### src/rtl/seq_lock_pkg.sv
// Shared encodings and sizing helpers for the two-button combination lock controller.
// State values match the software-visible encoding of the state output.
package seq_lock_pkg;

    localparam int unsigned STATE_W = 2;

    localparam logic [STATE_W-1:0] ARMED    = 2'd0;
    localparam logic [STATE_W-1:0] ENTRY    = 2'd1;
    localparam logic [STATE_W-1:0] UNLOCKED = 2'd2;
    localparam logic [STATE_W-1:0] LOCKOUT  = 2'd3;

    typedef enum logic [STATE_W-1:0] {
        StArmed    = ARMED,
        StEntry    = ENTRY,
        StUnlocked = UNLOCKED,
        StLockout  = LOCKOUT
    } state_e;

    function automatic int unsigned max3(input int unsigned a, input int unsigned b,
                                         input int unsigned c);
        int unsigned m;
        m = (a > b) ? a : b;
        return (m > c) ? m : c;
    endfunction

endpackage

### src/rtl/btn_sym_arbiter.sv
// Turns debounced P1/P2 levels into mutually exclusive one-cycle symbol pulses.
// Ambiguous presses (simultaneous, or one while the other is held) raise sym_err instead.
module btn_sym_arbiter (
    input  logic clk,
    input  logic reset,
    input  logic btn_p1,
    input  logic btn_p2,
    input  logic sym_en,
    output logic det_p1,
    output logic det_p2,
    output logic sym_err
);

    logic btn_p1_q, btn_p2_q;
    logic det_p1_q, det_p1_d;
    logic det_p2_q, det_p2_d;
    logic sym_err_q, sym_err_d;
    logic rise_p1, rise_p2;

    always_comb begin
        rise_p1   = btn_p1 & ~btn_p1_q;
        rise_p2   = btn_p2 & ~btn_p2_q;
        det_p1_d  = sym_en & rise_p1 & ~btn_p2;
        det_p2_d  = sym_en & rise_p2 & ~btn_p1;
        // Covers both the same-cycle case and a press while the other button is held
        sym_err_d = sym_en & ((rise_p1 & btn_p2) | (rise_p2 & btn_p1));
    end

    // Level history keeps tracking while disabled so a press held through
    // lockout does not turn into a symbol once the lock re-arms.
    always_ff @(posedge clk or posedge reset) begin
        if (reset) begin
            btn_p1_q  <= 1'b0;
            btn_p2_q  <= 1'b0;
            det_p1_q  <= 1'b0;
            det_p2_q  <= 1'b0;
            sym_err_q <= 1'b0;
        end else begin
            btn_p1_q  <= btn_p1;
            btn_p2_q  <= btn_p2;
            det_p1_q  <= det_p1_d;
            det_p2_q  <= det_p2_d;
            sym_err_q <= sym_err_d;
        end
    end

    assign det_p1  = det_p1_q;
    assign det_p2  = det_p2_q;
    assign sym_err = sym_err_q;

endmodule

### src/rtl/seq_lock_ctrl.sv
// Combination-lock sequencer around seq_detector_mealy: symbol and failure counting,
// idle abort, and unlock / lockout-alarm timing from a single down-timer.
module seq_lock_ctrl
    import seq_lock_pkg::*;
#(
    parameter int unsigned SEQ_LEN     = 3,
    parameter int unsigned MAX_FAIL    = 3,
    parameter int unsigned UNLOCK_CYC  = 8,
    parameter int unsigned LOCKOUT_CYC = 16,
    parameter int unsigned IDLE_TO     = 32
) (
    input  logic               clk,
    input  logic               reset,
    input  logic               btn_p1,
    input  logic               btn_p2,
    input  logic               det_z,
    output logic               det_p1,
    output logic               det_p2,
    output logic               det_rst,
    output logic               unlock,
    output logic               alarm,
    output logic               sym_err,
    output logic [STATE_W-1:0] state,
    output logic [1:0]         fail_cnt
);

    localparam int unsigned TIMER_W = $clog2(max3(UNLOCK_CYC, LOCKOUT_CYC, IDLE_TO) + 1);
    localparam int unsigned SYM_W   = $clog2(SEQ_LEN + 1);

    // Loads are N-1 because the expiry decision is taken in the cycle the timer reads 0
    localparam logic [TIMER_W-1:0] UNLOCK_LOAD  = TIMER_W'(UNLOCK_CYC - 1);
    localparam logic [TIMER_W-1:0] LOCKOUT_LOAD = TIMER_W'(LOCKOUT_CYC - 1);
    localparam logic [TIMER_W-1:0] IDLE_LOAD    = TIMER_W'(IDLE_TO - 1);
    localparam logic [SYM_W-1:0]   SYM_LAST     = SYM_W'(SEQ_LEN - 1);
    localparam logic [SYM_W-1:0]   SYM_ONE      = SYM_W'(1);
    localparam logic [1:0]         FAIL_SAT     = 2'(MAX_FAIL);

    state_e             state_q, state_d;
    logic [SYM_W-1:0]   sym_cnt_q, sym_cnt_d;
    logic [1:0]         fail_cnt_q, fail_cnt_d;
    logic [TIMER_W-1:0] timer_q, timer_d;
    logic               det_rst_q, det_rst_d;
    logic               unlock_q, unlock_d;
    logic               alarm_q, alarm_d;
    logic               sym_en;
    logic               sym;
    logic [1:0]         fail_inc;

    assign sym_en = (state_q == StArmed) || (state_q == StEntry);

    btn_sym_arbiter u_arbiter (
        .clk     (clk),
        .reset   (reset),
        .btn_p1  (btn_p1),
        .btn_p2  (btn_p2),
        .sym_en  (sym_en),
        .det_p1  (det_p1),
        .det_p2  (det_p2),
        .sym_err (sym_err)
    );

    // det_z is only meaningful alongside a symbol pulse, so both are sampled together
    assign sym      = det_p1 | det_p2;
    assign fail_inc = (fail_cnt_q == FAIL_SAT) ? fail_cnt_q : fail_cnt_q + 2'd1;

    always_ff @(posedge clk or posedge reset) begin
        if (reset) begin
            state_q    <= StArmed;
            sym_cnt_q  <= '0;
            fail_cnt_q <= '0;
            timer_q    <= '0;
            det_rst_q  <= 1'b0;
            unlock_q   <= 1'b0;
            alarm_q    <= 1'b0;
        end else begin
            state_q    <= state_d;
            sym_cnt_q  <= sym_cnt_d;
            fail_cnt_q <= fail_cnt_d;
            timer_q    <= timer_d;
            det_rst_q  <= det_rst_d;
            unlock_q   <= unlock_d;
            alarm_q    <= alarm_d;
        end
    end

    always_comb begin
        state_d    = state_q;
        sym_cnt_d  = sym_cnt_q;
        fail_cnt_d = fail_cnt_q;
        timer_d    = timer_q;
        unique case (state_q)
            StArmed: begin
                if (sym && det_z) begin
                    state_d    = StUnlocked;
                    sym_cnt_d  = '0;
                    fail_cnt_d = '0;
                    timer_d    = UNLOCK_LOAD;
                end else if (sym) begin
                    state_d   = StEntry;
                    sym_cnt_d = SYM_ONE;
                    timer_d   = IDLE_LOAD;
                end
            end
            StEntry: begin
                if (sym && det_z) begin
                    state_d    = StUnlocked;
                    sym_cnt_d  = '0;
                    fail_cnt_d = '0;
                    timer_d    = UNLOCK_LOAD;
                end else if (sym && (sym_cnt_q == SYM_LAST)) begin
                    sym_cnt_d  = '0;
                    fail_cnt_d = fail_inc;
                    if (fail_inc == FAIL_SAT) begin
                        state_d = StLockout;
                        timer_d = LOCKOUT_LOAD;
                    end else begin
                        state_d = StArmed;
                        timer_d = '0;
                    end
                end else if (sym) begin
                    sym_cnt_d = sym_cnt_q + SYM_ONE;
                    timer_d   = IDLE_LOAD;
                end else if (timer_q == '0) begin
                    state_d   = StArmed;
                    sym_cnt_d = '0;
                end else begin
                    timer_d = timer_q - 1'b1;
                end
            end
            StUnlocked: begin
                if (timer_q == '0) begin
                    state_d = StArmed;
                end else begin
                    timer_d = timer_q - 1'b1;
                end
            end
            StLockout: begin
                if (timer_q == '0) begin
                    state_d    = StArmed;
                    fail_cnt_d = '0;
                end else begin
                    timer_d = timer_q - 1'b1;
                end
            end
            default: begin
                state_d = StArmed;
            end
        endcase
    end

    // Detector restarts on every return to ARMED and on the failing symbol into lockout
    always_comb begin
        det_rst_d = ((state_q != StArmed) && (state_d == StArmed)) ||
                    ((state_q == StEntry) && (state_d == StLockout));
        unlock_d  = (state_d == StUnlocked);
        alarm_d   = (state_d == StLockout);
    end

    assign det_rst  = det_rst_q;
    assign unlock   = unlock_q;
    assign alarm    = alarm_q;
    assign state    = state_q;
    assign fail_cnt = fail_cnt_q;

    assert property (@(posedge clk) disable iff (reset) !(det_p1 && det_p2));
    assert property (@(posedge clk) disable iff (reset) !(unlock && alarm));
    assert property (@(posedge clk) disable iff (reset) fail_cnt_q <= FAIL_SAT);

endmodule
### config.mk
export PLATFORM = sky130hd
export DESIGN_NAME = seq_lock_ctrl
export DESIGN_NICKNAME = d
export VERILOG_FILES = /design/src/rtl/seq_lock_pkg.sv /design/src/rtl/btn_sym_arbiter.sv /design/src/rtl/seq_lock_ctrl.sv
export SDC_FILE = /design/constraint.sdc
export NUM_CORES = 1
export LEC_CHECK = 0
export BUFFER_PORTS_ARGS = -buffer_cell sky130_fd_sc_hd__buf_4
export CORE_MARGIN = 2
export CORE_UTILIZATION = 40
export CTS_BUF_LIST = sky130_fd_sc_hd__clkbuf_16
export DETAILED_ROUTE_END_ITERATION = 16
export PLACE_DENSITY_LB_ADDON = 0.2
export SLEW_MARGIN = 20
export SYNTH_ARGS = -nofsm -noshare
export SYNTH_HDL_FRONTEND = slang
export SYNTH_HIERARCHICAL = 1
export SYNTH_SLANG_ARGS = --single-unit
### constraint.sdc
create_clock -name clk -period 2.05 [get_ports clk]
set_clock_uncertainty 0.15 [all_clocks]
set_input_delay 0.205 -clock clk [delete_from_list [all_inputs] [get_ports clk]]
set_output_delay 0.205 -clock clk [all_outputs]
set_load 0.1 [all_outputs]
# Yosys cells after proc, flatten, opt, wreduce, memory -nomap -nowiden
# Index checks and enable logic that the tools add are counted.
# Widths: inputs -> output; s select.
[word_totals]
regBits = 20
wordCells = 86
[op_classes]
addsub = 3
n_reduce_logical = 15
mux = 28
n_eq_ne = 13
bitwise_logic = 15
[op_table]
columns = ["cell", "count"]
rows = [
  ["$mux 6", 6],
  ["$mux 2", 17],
  ["$pmux 6 s3", 1],
  ["$eq 2x2->1 const B", 7],
  ["$pmux 2 s3", 2],
  ["$and 1x1->1", 9],
  ["$logic_not 6->1", 1],
  ["$sub 6x1->6 const B", 1],
  ["$ne 5x2->1 const B", 1],
  ["$add 2x1->2 const B", 2],
  ["$logic_and 1x1->1", 4],
  ["$logic_not 2->1", 2],
  ["$mux 4", 1],
  ["$not 1->1", 4],
  ["$pmux 2 s2", 1],
  ["$reduce_and 4->1", 1],
  ["$reduce_bool 2->1", 2],
  ["$ne 3x1->1 const B", 1],
  ["$ne 3x2->1 const B", 1],
  ["$reduce_and 3->1", 1],
  ["$reduce_bool 3->1", 1],
  ["$eq 2x1->1 const B", 1],
  ["$logic_or 1x1->1", 2],
  ["$ne 2x1->1 const B", 1],
  ["other kinds (3)", 4],
]

# Longest topological paths before layout
# Gate-level depths: netlist of the first run.
[depth]
depth_word = 10
depth_mapped = 7
ltp_nobuf = 6

# Modules after synthesis
# Netlist of the first run, hierarchy kept.
[modules_own_cells]
columns = ["module", "instances", "seq_area_each_um2", "area_each_um2", "cells_per_inst"]
rows = [
  ["seq_lock_ctrl", 1, 375.4, 958.4, 104],
  ["btn_sym_arbiter", 1, 125.1, 160.2, 11],
]

# Least setup slack after synthesis of the first run
# No wires, ideal clock.
[synth_path]
kind = "reg-to-reg"
start = "register u_arbiter.det_p2_q, in the netlist u_arbiter/det_p2"
end = "register timer_q[1]"
slack_ps = -26
synth_period_minus_slack_ps = 2076
arrival_time_ps = 1802
required_ps = 1776
path_stages_with_launch = 5
path_cell_list = "dfrtp_1 > nor2_1 > nor4_2 > o21ai_0 > o2bb2ai_1"
[synth_via]
elab_chain_len = 5
[synth_lines]
columns = ["element", "line_no", "rtl"]
rows = [
  ["start: declaration", "btn_sym_arbiter.sv:16", "logic det_p2_q, det_p2_d;"],
  ["start signal: assignment", "btn_sym_arbiter.sv:42", "det_p2_q <= det_p2_d;"],
  ["$or 1x1->1 (*)", "seq_lock_ctrl.sv:63", "assign sym = det_p1 | det_p2;"],
  ["$mux 6 or $logic_and 1x1->1 (tied branches)", "seq_lock_ctrl.sv:120, seq_lock_ctrl.sv:110", ""],
  ["$mux 6", "seq_lock_ctrl.sv:110", "end else if (sym && (sym_cnt_q == SYM_LAST)) begin"],
  ["$mux 6", "seq_lock_ctrl.sv:105", "if (sym && det_z) begin"],
  ["$pmux 6 s3", "seq_lock_ctrl.sv:91", "unique case (state_q)"],
  ["end signal: assignment", "seq_lock_ctrl.sv:79", "timer_q <= timer_d;"],
  ["end: declaration", "seq_lock_ctrl.sv:41", "logic [TIMER_W-1:0] timer_q, timer_d;"],
]
# Mark *: on every way between the ends. The rest lies on a longest branch, timed or not.
# A chain may end at the register's enable or synchronous reset.

# Worst setup path in the final report of the first run
[layout_path]
start = "register timer_q[0]"
end = "register sym_cnt_q[1]"
[layout_via]
elab_chain_len = 3
[layout_lines]
columns = ["element", "line_no", "rtl"]
rows = [
  ["$logic_not 6->1", "seq_lock_ctrl.sv:123", "end else if (timer_q == '0) begin"],
  ["$ne 5x2->1 (no line)", "n/a", ""],
  ["$reduce_and 3->1 (no line)", "n/a", ""],
  ["end signal: assignment", "seq_lock_ctrl.sv:77", "sym_cnt_q <= sym_cnt_d;"],
  ["end: declaration", "seq_lock_ctrl.sv:39", "logic [SYM_W-1:0] sym_cnt_q, sym_cnt_d;"],
]
# No other way between the ends.

==> summary.txt, run 1 <==
Floorplan
  – Die Width: 56.9 microns
  – Num rows: 19
  – Die Span Y: about 57 microns
  – Core Area: ~2700 sq um
  – I/O pins: 15
  – Initial Util: 41.3%
  – Die area: between 3000 and 4000 sq um

Layout
  – Area grow syn2layout: 22.6%
  – Most frequent cells in the layout: dfrtp_1, buf_4, a21oi_1, inv_1
  – Layout cells sized above 1: 23.1%
  – Fin area: around 1400 sq um
  – Final nets: between 100 and 150
  – Most common cell after layout, fill and taps aside: dfrtp_1
  – Ant diodes: 0

Placed design
  – Final Wtd Congestion: 0.883
  – Port buffer count: 14
  – Detail Placement HPWL: between 1.5 and 2 mm
  – Dpl cell area: between 1000 and 1500 sq um

Setup path
  – CP required: approximately 2 ns
  – Max stage delay on crit path: roughly 0.4 ns
  – CP Capture Type: flop
  – Critical Path Start Type: flop
  – CP max-delay cell: dfrtp_1
  – Buf/Inv on CP: 1
  – Critical path cell sequence: inv_1 > ha_1 > nor3b_4 > and2_1 > a31oi_1 > a21o_1
  – Arrival @ worst endpoint: between 1.5 and 2 ns
  – Worst r2r src: timer_q[0]
  – Top Family by Delay on Critical Path: simple AND/OR/NAND/NOR gates
  – Crit Path Max Fanout: 5
  – CP Class: reg2reg
  – Register-to-Register Path Depth: 6
  – Reg2reg end: sym_cnt_q[1]
  – R2r setup slk: around 0.13 ns

Pwr
  – Switching share of power: slightly below 50%
  – Pint: 0.00115 W
  – VDD IR max: roughly 1000 uV
  – Comb power frac: 51.6%
  – PD cells: approximately 1600 nW/um^2
  – Overall Power: roughly 0.0022 W
  – P_sw: between 0.001 and 0.0015 W
  – Clk pwr share: between 10% and 20%
  – Leak pwr: between 0.6 and 0.7 nW
  – Sequential power share: slightly above 30%

Global routing
  – Largest net degree at the start of global routing: 16
  – Final global-route overflow total: 0
  – First-pass GRT wire length: about 4.2 mm
  – Overall Global Routing Usage: 16.8%
  – Initial antenna violation count: 0
  – Vias in the first global route: approximately 940

Timing
  – Final Max Slew Viols: 0
  – Fmax: roughly 0.52 GHz
  – Final worst-path cycle share: between 90% and 100%
  – Worst Tran Pin Value: approximately 0.6 ns
  – Final Setup Violations: 0
  – Setup_tns: 0 ns
  – Normalized max-slew margin: 60.2%
  – Final Hold Viols: 0
  – Fin crit period: 1.92 ns
  – RSZ-0062 raised after global routing: no

Clock network
  – Post-CTS Setup Inserts: 0
  – CTS tree: done
  – H-tree Lvls: 1
  – CTS Buffer Depth: 2
  – CTS buffer count: 3
  – CTS Sinks: 20
  – Clk_lat worst skew: around 0.25 ns
  – Clock transition at path regs: approximately 0.060 ns
  – Clk root buf: clkbuf_16

Run status
  – Status: completed

Synth
  – Syn avg cell area: between 9 and 10 sq um
  – Cells after synthesis: roughly 120
  – Syn_nets: between 100 and 150
  – Distinct cell type count after synthesis: 44
  – Sequential area share after synthesis: 44.7%
  – Synthesized area: ~1100 sq um
  – Post-synthesis register bit count: 20
  – Yosys warning total: 6

Drt
  – Routed wire length: ~2.5 mm
  – DR pass1 iterations: 4
  – DRC viols: 0
  – DR vias/cell: just under 6
  – Routed Antenna Nets: 0
  – Initial DRC Count: 33
  – Total number of vias: 960
  – Routed length per instance: about 15 microns

Worst hold path
  – Hold Path Depth: 3
  – Min-delay src: det_z
  – Hold WC Path Type: in2reg
  – Hold Path End: timer_q[0]

Job
  – Maxcap violations: 0
==> sequential cells by signal, indices dropped and copies added (netlist names) <==
| register | flops |
|---|---|
| alarm | 1 |
| det_rst | 1 |
| sym_cnt_q | 2 |
| u_arbiter/det_p2 | 1 |
| fail_cnt | 2 |
| unlock | 1 |
| state | 2 |
| timer_q | 6 |
| u_arbiter/btn_p1_q | 1 |
| u_arbiter/sym_err | 1 |
| u_arbiter/det_p1 | 1 |
| u_arbiter/btn_p2_q | 1 |
==> kinds of logic after synthesis <==
| family | share of synthesized area [%] |
|---|---|
| adders and majority gates | 3.36 |
| buffers and inverters | 4.25 |
| AOI/OAI and AO/OA | 23.9 |
| and+or+nand+nor | 21.9 |
| muxes | 1.79 |
| DFF | 44.7 |
==> worst max path at each step <==
stage	start	end	slack (ns)	cells after the start
after floorplan	state[1]	det_rst	0.004	5
after global placement	timer_q[0]	det_rst	0.26	6
after detailed placement	timer_q[0]	sym_cnt_q[1]	0.16	6
after CTS	timer_q[0]	sym_cnt_q[1]	0.14	6
after global routing	timer_q[0]	sym_cnt_q[1]	0.03	6
final	timer_q[0]	sym_cnt_q[1]	0.13	6
==> power by group through the flow <==
| stage | Clock (W) | Sequential [W] | Combinational (W) |
|---|---|---|---|
| after CTS | 0.000413 | 0.000672 | 0.00115 |
| after global routing | 0.000428 | 0.000694 | 0.00124 |
| after global placement | 0 | 0.000675 | 0.00114 |
| after detailed placement | 0 | 0.000676 | 0.00114 |
| final | 0.000403 | 0.000673 | 0.00115 |
| after floorplan | 0 | 0.00102 | 0.000544 |
==> layer usage <==
metal  track usage [%]  routed length (microns)  up-vias
li1                  -                        -      462
met1              23.8                     1160      467
met2              25.0                     1160       24
met3              3.00                       82        7
met4              7.64                       53        0
met5                 0                        0        -
==> per-stage QoR <==
stage	cells	utilization (%)	hold WS [ns]	worst slack, ns
after CTS	165	50.6	0.156	0.136
after global routing	165	50.6	0.181	0.0271
after floorplan	115	-	-0.167	0.00435
after global placement	158	46.6	-0.0321	0.264
after detailed placement	158	46.6	-0.0264	0.155
final	165	50.6	0.154	0.135
==> area by class of cell <==
class / instances / area (sq um)
Inverter: 8 / 30.0
Timing Repair Buffer: 19 / 150
Tap cell: 31 / 38.8
Clock buffer: 3 / 75.1
Multi-Input combinational cell: 83 / 571
Fill cell: 279 / 1340
Clock inverter: 1 / 3.75
Sequential cell: 20 / 503
==> tightest hold or removal path: stages <==
cell and delay (ns):
buf_4 0.13, nor4_2 0.07, a21oi_1 0.11
==> synthesized netlist by cell type <==
cell / number / area [sq um]
nor2b_1: 2 / 12.5
nand2b_1: 4 / 25.0
o31ai_1: 1 / 7.51
nand2_1: 6 / 22.5
or2_1: 1 / 6.26
o2bb2ai_1: 2 / 17.5
o21ba_2: 2 / 20.0
o31ai_2: 1 / 12.5
a211oi_1: 1 / 7.51
a21oi_1: 7 / 35.0
nor4b_1: 2 / 17.5
a21o_1: 2 / 15.0
a31o_4: 1 / 17.5
a21oi_2: 1 / 8.76
o311ai_0: 1 / 8.76
inv_2: 1 / 3.75
nor2_2: 1 / 6.26
nor4_2: 1 / 12.5
o211ai_1: 1 / 7.51
nor3b_4: 1 / 18.8
and4bb_1: 1 / 12.5
ha_1: 3 / 37.5
and3_1: 1 / 6.26
a31oi_1: 4 / 25.0
buf_2: 2 / 10.0
or3_1: 2 / 12.5
nand4_1: 1 / 6.26
o21ai_0: 6 / 30.0
and4b_1: 1 / 10.0
mux2i_1: 2 / 20.0
dfrtp_1: 20 / 500
clkbuf_1: 2 / 7.51
nand3_1: 4 / 20.0
a2bb2oi_1: 1 / 8.76
nor3_1: 5 / 25.0
a21boi_0: 1 / 7.51
o22ai_1: 1 / 6.26
inv_1: 7 / 26.3
nand2_2: 1 / 6.26
and2_1: 1 / 6.26
a22oi_1: 2 / 15.0
nor2_1: 5 / 18.8
o21bai_1: 1 / 7.51
o21ai_1: 2 / 10.0
==> repair_timing <==
action	CTS	global route
resized for setup	0	0
hold buffers	3	0
hold endpoints to repair	23	0
No activity file was read; power rests on OpenSTA's default activity.
==> run 2: changes to the inputs <==
==> constraint.sdc (replaced) <==
create_clock -name clk -period 2.05 [get_ports clk]
set_clock_uncertainty 0.15 [all_clocks]
set_input_delay 0.205 -clock clk [delete_from_list [all_inputs] [get_ports clk]]
set_output_delay 0.205 -clock clk [all_outputs]
set_load 0.02 [all_outputs]
==> run 2 against run 1 <==
Compared with the run above:
- worst setup slack better by 0.052 ns
- sequential share of layout area down 0.32 points
- critical path type unchanged
- largest power group unchanged
- hold slack better by 0.016 ns
- maximum frequency up 2.8%
- first-iteration DRC count down 18%
- global-route usage up 0.78 points
- clock power down 1%
- cell area up 0.36%
- critical path depth unchanged
- count of clock-buffer cells in the layout unchanged
- non-clock buffer count up 1
==> summary.txt, run 2 (synthesized netlist as in run 1, its figures left out) <==
Layout
  – Most frequent cells in the layout: dfrtp_1, buf_4, a21oi_1, inv_1
  – Most common cell after layout, fill and taps aside: dfrtp_1
  – Ant diodes: 0
  – Most flops, register: timer_q
  – Core Util, Final: 50.8%
  – Final nets: about 140
  – Max FFs per register: 6
  – Layout cells sized above 1: between 20% and 30%
  – Fin area: about 1400 sq um
  – Area grow syn2layout: 23.0%

Clock network
  – Cts repair resizes: 0
  – H-tree Lvls: 1
  – CTS buffer count: 3
  – CTS Buffer Depth: 2
  – Clk_lat worst skew: 0.25 ns
  – Clk root buf: clkbuf_16
  – CTS tree: done
  – CTS Sinks: 20
  – Clock transition at path regs: 0.05 ns

Floorplan
  – Num rows: 19
  – Die area: 3240 sq um
  – Core Area: ~2700 sq um
  – Die Width: between 50 and 60 microns
  – Die Span Y: approximately 57 microns
  – I/O pins: 15
  – Initial Util: around two fifths

Timing
  – Worst Tran Pin Value: ~0.6 ns
  – RSZ-0062 raised after global routing: no
  – Fmax: 0.537 GHz
  – Final Max Slew Viols: 0
  – Setup_tns: 0 ns
  – Final Setup Violations: 0
  – Normalized max-slew margin: 61.1%
  – Final hold slack: around 0.17 ns
  – Final worst-path cycle share: between 90% and 100%
  – Fin crit period: 1.86 ns
  – Final Hold Viols: 0

Job
  – Maxcap violations: 0

Drt
  – DR vias/cell: roughly 5.8
  – Routed length per instance: between 10 and 15 microns
  – Routed wire length: approximately 2.5 mm
  – Routed Antenna Nets: 0
  – DR pass1 iterations: 4
  – Total number of vias: around 970
  – Initial DRC Count: 27
  – DRC viols: 0

Global routing
  – Largest net degree at the start of global routing: 16
  – First-pass GRT wire length: approximately 4.4 mm
  – Final global-route overflow total: 0
  – Vias in the first global route: 974
  – Initial antenna violation count: 0
  – Overall Global Routing Usage: between 15 and 20%

Placed design
  – Final Wtd Congestion: roughly 0.8
  – Detail Placement HPWL: ~1.8 mm
  – Dpl cell area: around 1300 sq um
  – Port buffer count: 14

Worst hold path
  – Hold Path Depth: 3
  – Hold WC Path Type: in2reg
  – Min-delay src: det_z

Setup path
  – Max stage delay on crit path: 0.40 ns
  – CP Class: reg2reg
  – Worst r2r src: timer_q[0]
  – Critical path cell sequence: inv_1 > ha_1 > nor3b_4 > and2_1 > a31oi_1 > a21o_1
  – Register-to-Register Path Depth: 6
  – Arrival @ worst endpoint: 1.85 ns
  – CP Capture Type: flop
  – Worst Setup SP: timer_q[0]
  – CP max-delay cell: dfrtp_1
  – CP required: 2.04 ns
  – Critical Path Start Type: flop
  – Crit Path Max Fanout: 5

Pwr
  – PD cells: between 1000 and 1500 nW/um^2
  – VDD IR max: 970 uV
  – Leak pwr: 0.649 nW
  – Overall Power: approximately 0.0019 W

Run status
  – Status: completed
-- run 2: final timing paths --
check | end | slack, ns
max | sym_cnt_q[1] | 0.19
max reg2reg | sym_cnt_q[1] | 0.19
max in group asynchronous | fail_cnt[0] | 0.93
min in group asynchronous | u_arbiter/sym_err | 0.26
min reg2reg | u_arbiter/det_p2 | 0.30
min | timer_q[0] | 0.17
-- run 2: per-layer routing --
| layer | part of all wire (%) | GRT usage, % |
|---|---|---|
| met3 | 3.7 | 2.76 |
| met4 | 0.93 | 6.98 |
| met2 | 50 | 29.2 |
| met5 | 0 | 0 |
| met1 | 45 | 22.8 |
-- run 2: per-stage QoR --
stage | instances | setup WS, ns
floorplan | 115 | 0.390
global placement | 159 | 0.261
detailed placement | 159 | 0.204
CTS | 166 | 0.187
global route | 166 | 0.0796
finish | 166 | 0.186
-- run 2: power breakdown --
group          switching (W)  internal, W
Clock               0.000138     0.000260
Combinational       0.000467     0.000368
Sequential          0.000132     0.000527
-- run 2: area by class of cell --
type	count	area (sq um)
Multi-Input combinational cell	83	571
Clock buffer	3	75.1
Tap cell	31	38.8
Clock inverter	1	3.75
Fill cell	277	1330
Inverter	8	30.0
Timing Repair Buffer	20	158
Sequential cell	20	500
-- run 2: repair_timing --
item,CTS,global route
hold buffers,3,0
setup buffers,0,0
endpoints found under the hold margin,23,0
-- run 2: critical path: cells and delay by family (launching register included) --
kind                     cells  cell delay (ns)
AO/OA/AOI/OAI                2             0.35
adder cells (fa/ha/maj)      1             0.17
buffers and inverters        1             0.10
AND/OR/NAND/NOR              2             0.58
flip-flops                   1             0.40
==> run 3: changes to the inputs <==
--- a/config.mk
+++ b/config.mk
@@ -11,6 +11,7 @@
 export CTS_BUF_LIST = sky130_fd_sc_hd__clkbuf_16
 export DETAILED_ROUTE_END_ITERATION = 16
 export PLACE_DENSITY_LB_ADDON = 0.2
+export REMOVE_ABC_BUFFERS = 1
 export SLEW_MARGIN = 20
 export SYNTH_ARGS = -nofsm -noshare
 export SYNTH_HDL_FRONTEND = slang
==> run 3 against run 2 <==
Compared with the run above:
- critical path depth unchanged
- core utilization down 0.69 points
- combinational power shrank 8.3%
==> summary.txt, run 3 (synthesized netlist as in run 1, its figures left out) <==
Pwr
  – PD cells: between 1000 and 1500 nW/um^2
  – VDD IR max: roughly 950 uV
  – Overall Power: 0.00187 W
  – Leak pwr: about 0.63 nW

Layout
  – FF+latch area: roughly 500 sq um
  – Multi-input gate area: about 570 sq um
  – Max FFs per register: 6
  – Most flops, register: timer_q
  – Ant diodes: 0
  – Fin area: 1360 sq um
  – Area grow syn2layout: 21.4%
  – Most frequent cells in the layout: dfrtp_1, buf_4, a21oi_1, inv_1
  – Fillers: between 200 and 300
  – Most common cell after layout, fill and taps aside: dfrtp_1
  – Final nets: ~140
  – Layout cells sized above 1: between 20% and 30%

Setup path
  – CP Capture Type: flop
  – Crit Path Max Fanout: 5
  – Register-to-Register Path Depth: 6
  – Crit path to: sym_cnt_q[1]
  – R2r setup slk: roughly 0.18 ns
  – Arrival @ worst endpoint: 1.87 ns
  – Reg2reg end: sym_cnt_q[1]
  – CP Class: reg2reg
  – CP required: 2.04 ns
  – Worst Setup SP: timer_q[0]
  – Critical Path Start Type: flop
  – Worst r2r src: timer_q[0]

Drt
  – Total number of vias: just over 900
  – DRC viols: 0
  – Routed wire length: between 2 and 2.5 mm
  – Routed length per instance: ~15 microns
  – Routed Antenna Nets: 0
  – DR pass1 iterations: 4
  – Initial DRC Count: 23
  – DR vias/cell: between 5 and 6

Placed design
  – Final Wtd Congestion: between 0.8 and 0.9
  – Place WS: roughly 0.15 ns
  – Port buffer count: 14
  – Detail Placement HPWL: approximately 1.7 mm
  – Dpl cell area: between 1000 and 1500 sq um

Clock network
  – CTS tree: done
  – CTS Sinks: 20
  – Clk_lat worst skew: around 0.25 ns
  – CTS Buffer Depth: 2
  – CTS buffer count: 3
  – Clk root buf: clkbuf_16
  – Clock transition at path regs: roughly 0.050 ns
  – H-tree Lvls: 1

Floorplan
  – Initial Util: about 41%
  – Die Width: about 57 microns
  – Num rows: 19
  – Core Area: between 2000 and 3000 sq um
  – Die Span Y: about 57 microns
  – I/O pins: 15
  – Die area: between 3000 and 4000 sq um

Timing
  – Final Hold Viols: 0
  – Worst Tran Pin Value: slightly below 0.6 ns
  – Final Setup Violations: 0
  – Setup_tns: 0 ns
  – Final worst slack: ~0.18 ns
  – Final hold slack: around 0.15 ns
  – Fin crit period: between 1.5 and 2 ns
  – Normalized max-slew margin: between 60% and 70%
  – RSZ-0062 raised after global routing: no
  – Final worst-path cycle share: roughly nine tenths
  – Final Max Slew Viols: 0
  – Fmax: 0.534 GHz

Worst hold path
  – Hold Path Depth: 3
  – Hold WC Path Type: in2reg

Run status
  – Status: completed

Global routing
  – Overall Global Routing Usage: 17.6%
  – Initial antenna violation count: 0
  – Vias in the first global route: roughly 910
  – Largest net degree at the start of global routing: 16
  – Final global-route overflow total: 0
  – First-pass GRT wire length: 4.32 mm

Job
  – Maxcap violations: 0
[run 3: cell count changes in the layout (fill, tap and decap cells not counted)]
| cell | change |
|---|---|
| buf_4 | -3 |
| and2_1 | -1 |
| and2_2 | +1 |
| ha_1 | -1 |
| ha_2 | +1 |
[run 3: metrics by stage]
stage	instances	util [%]
final	163	50.1
after global routing	163	50.1
after CTS	163	50.0
after detailed placement	156	45.9
after global placement	156	45.9
after floorplan	111	-
[run 3: cell type report]
class	instances	share of cell area (%)
inverters	8	2.21
repair buffers	17	9.95
multi-input cells	83	42.3
clock inverters	1	0.276
flip-flops and latches	20	36.9
clock buffers	3	5.53
well taps	31	2.86
[run 3: what timing repair did]
| item | CTS | global route |
|---|---|---|
| buffers inserted | 0 | 0 |
| endpoints found under the hold margin | 23 | 0 |
| gates resized for setup | 0 | 2 |
| hold buffers | 3 | 0 |
| endpoints found under the setup margin | 0 | 3 |
[run 3: worst min-delay path by stage]
stage,start,slack [ns],to
4_1_cts,det_z,0.14,timer_q[0]
5_1_grt,det_z,0.17,timer_q[0]
2_1_floorplan,reset,-0.17,u_arbiter/btn_p1_q
3_5_place_dp,reset,-0.02,u_arbiter/sym_err
3_3_place_gp,reset,-0.03,u_arbiter/det_p1
6_report,det_z,0.15,timer_q[0]
[run 3: power breakdown]
group / switching [W] / leakage, nW / internal (W)
logic: 0.000418 / 0.341 / 0.000348
registers: 0.000178 / 0.252 / 0.000525
clock network: 0.000141 / 0.0385 / 0.000260
total: 0.000737 / 0.631 / 0.00113
[run 3: worst max-delay path, stage by stage (launching register included)]
cell     delay (ns)
dfrtp_1        0.40
inv_1          0.12
ha_1           0.18
nor3b_4        0.29
and2_2         0.27
a31oi_1        0.13
a21o_1         0.22
[run 3: layer usage]
metal | global-route usage [%] | part of all wire [%]
met2 | 25.9 | 48
met3 | 3.00 | 4.2
met1 | 23.9 | 47
met5 | 0 | 0
met4 | 10.6 | 1.3
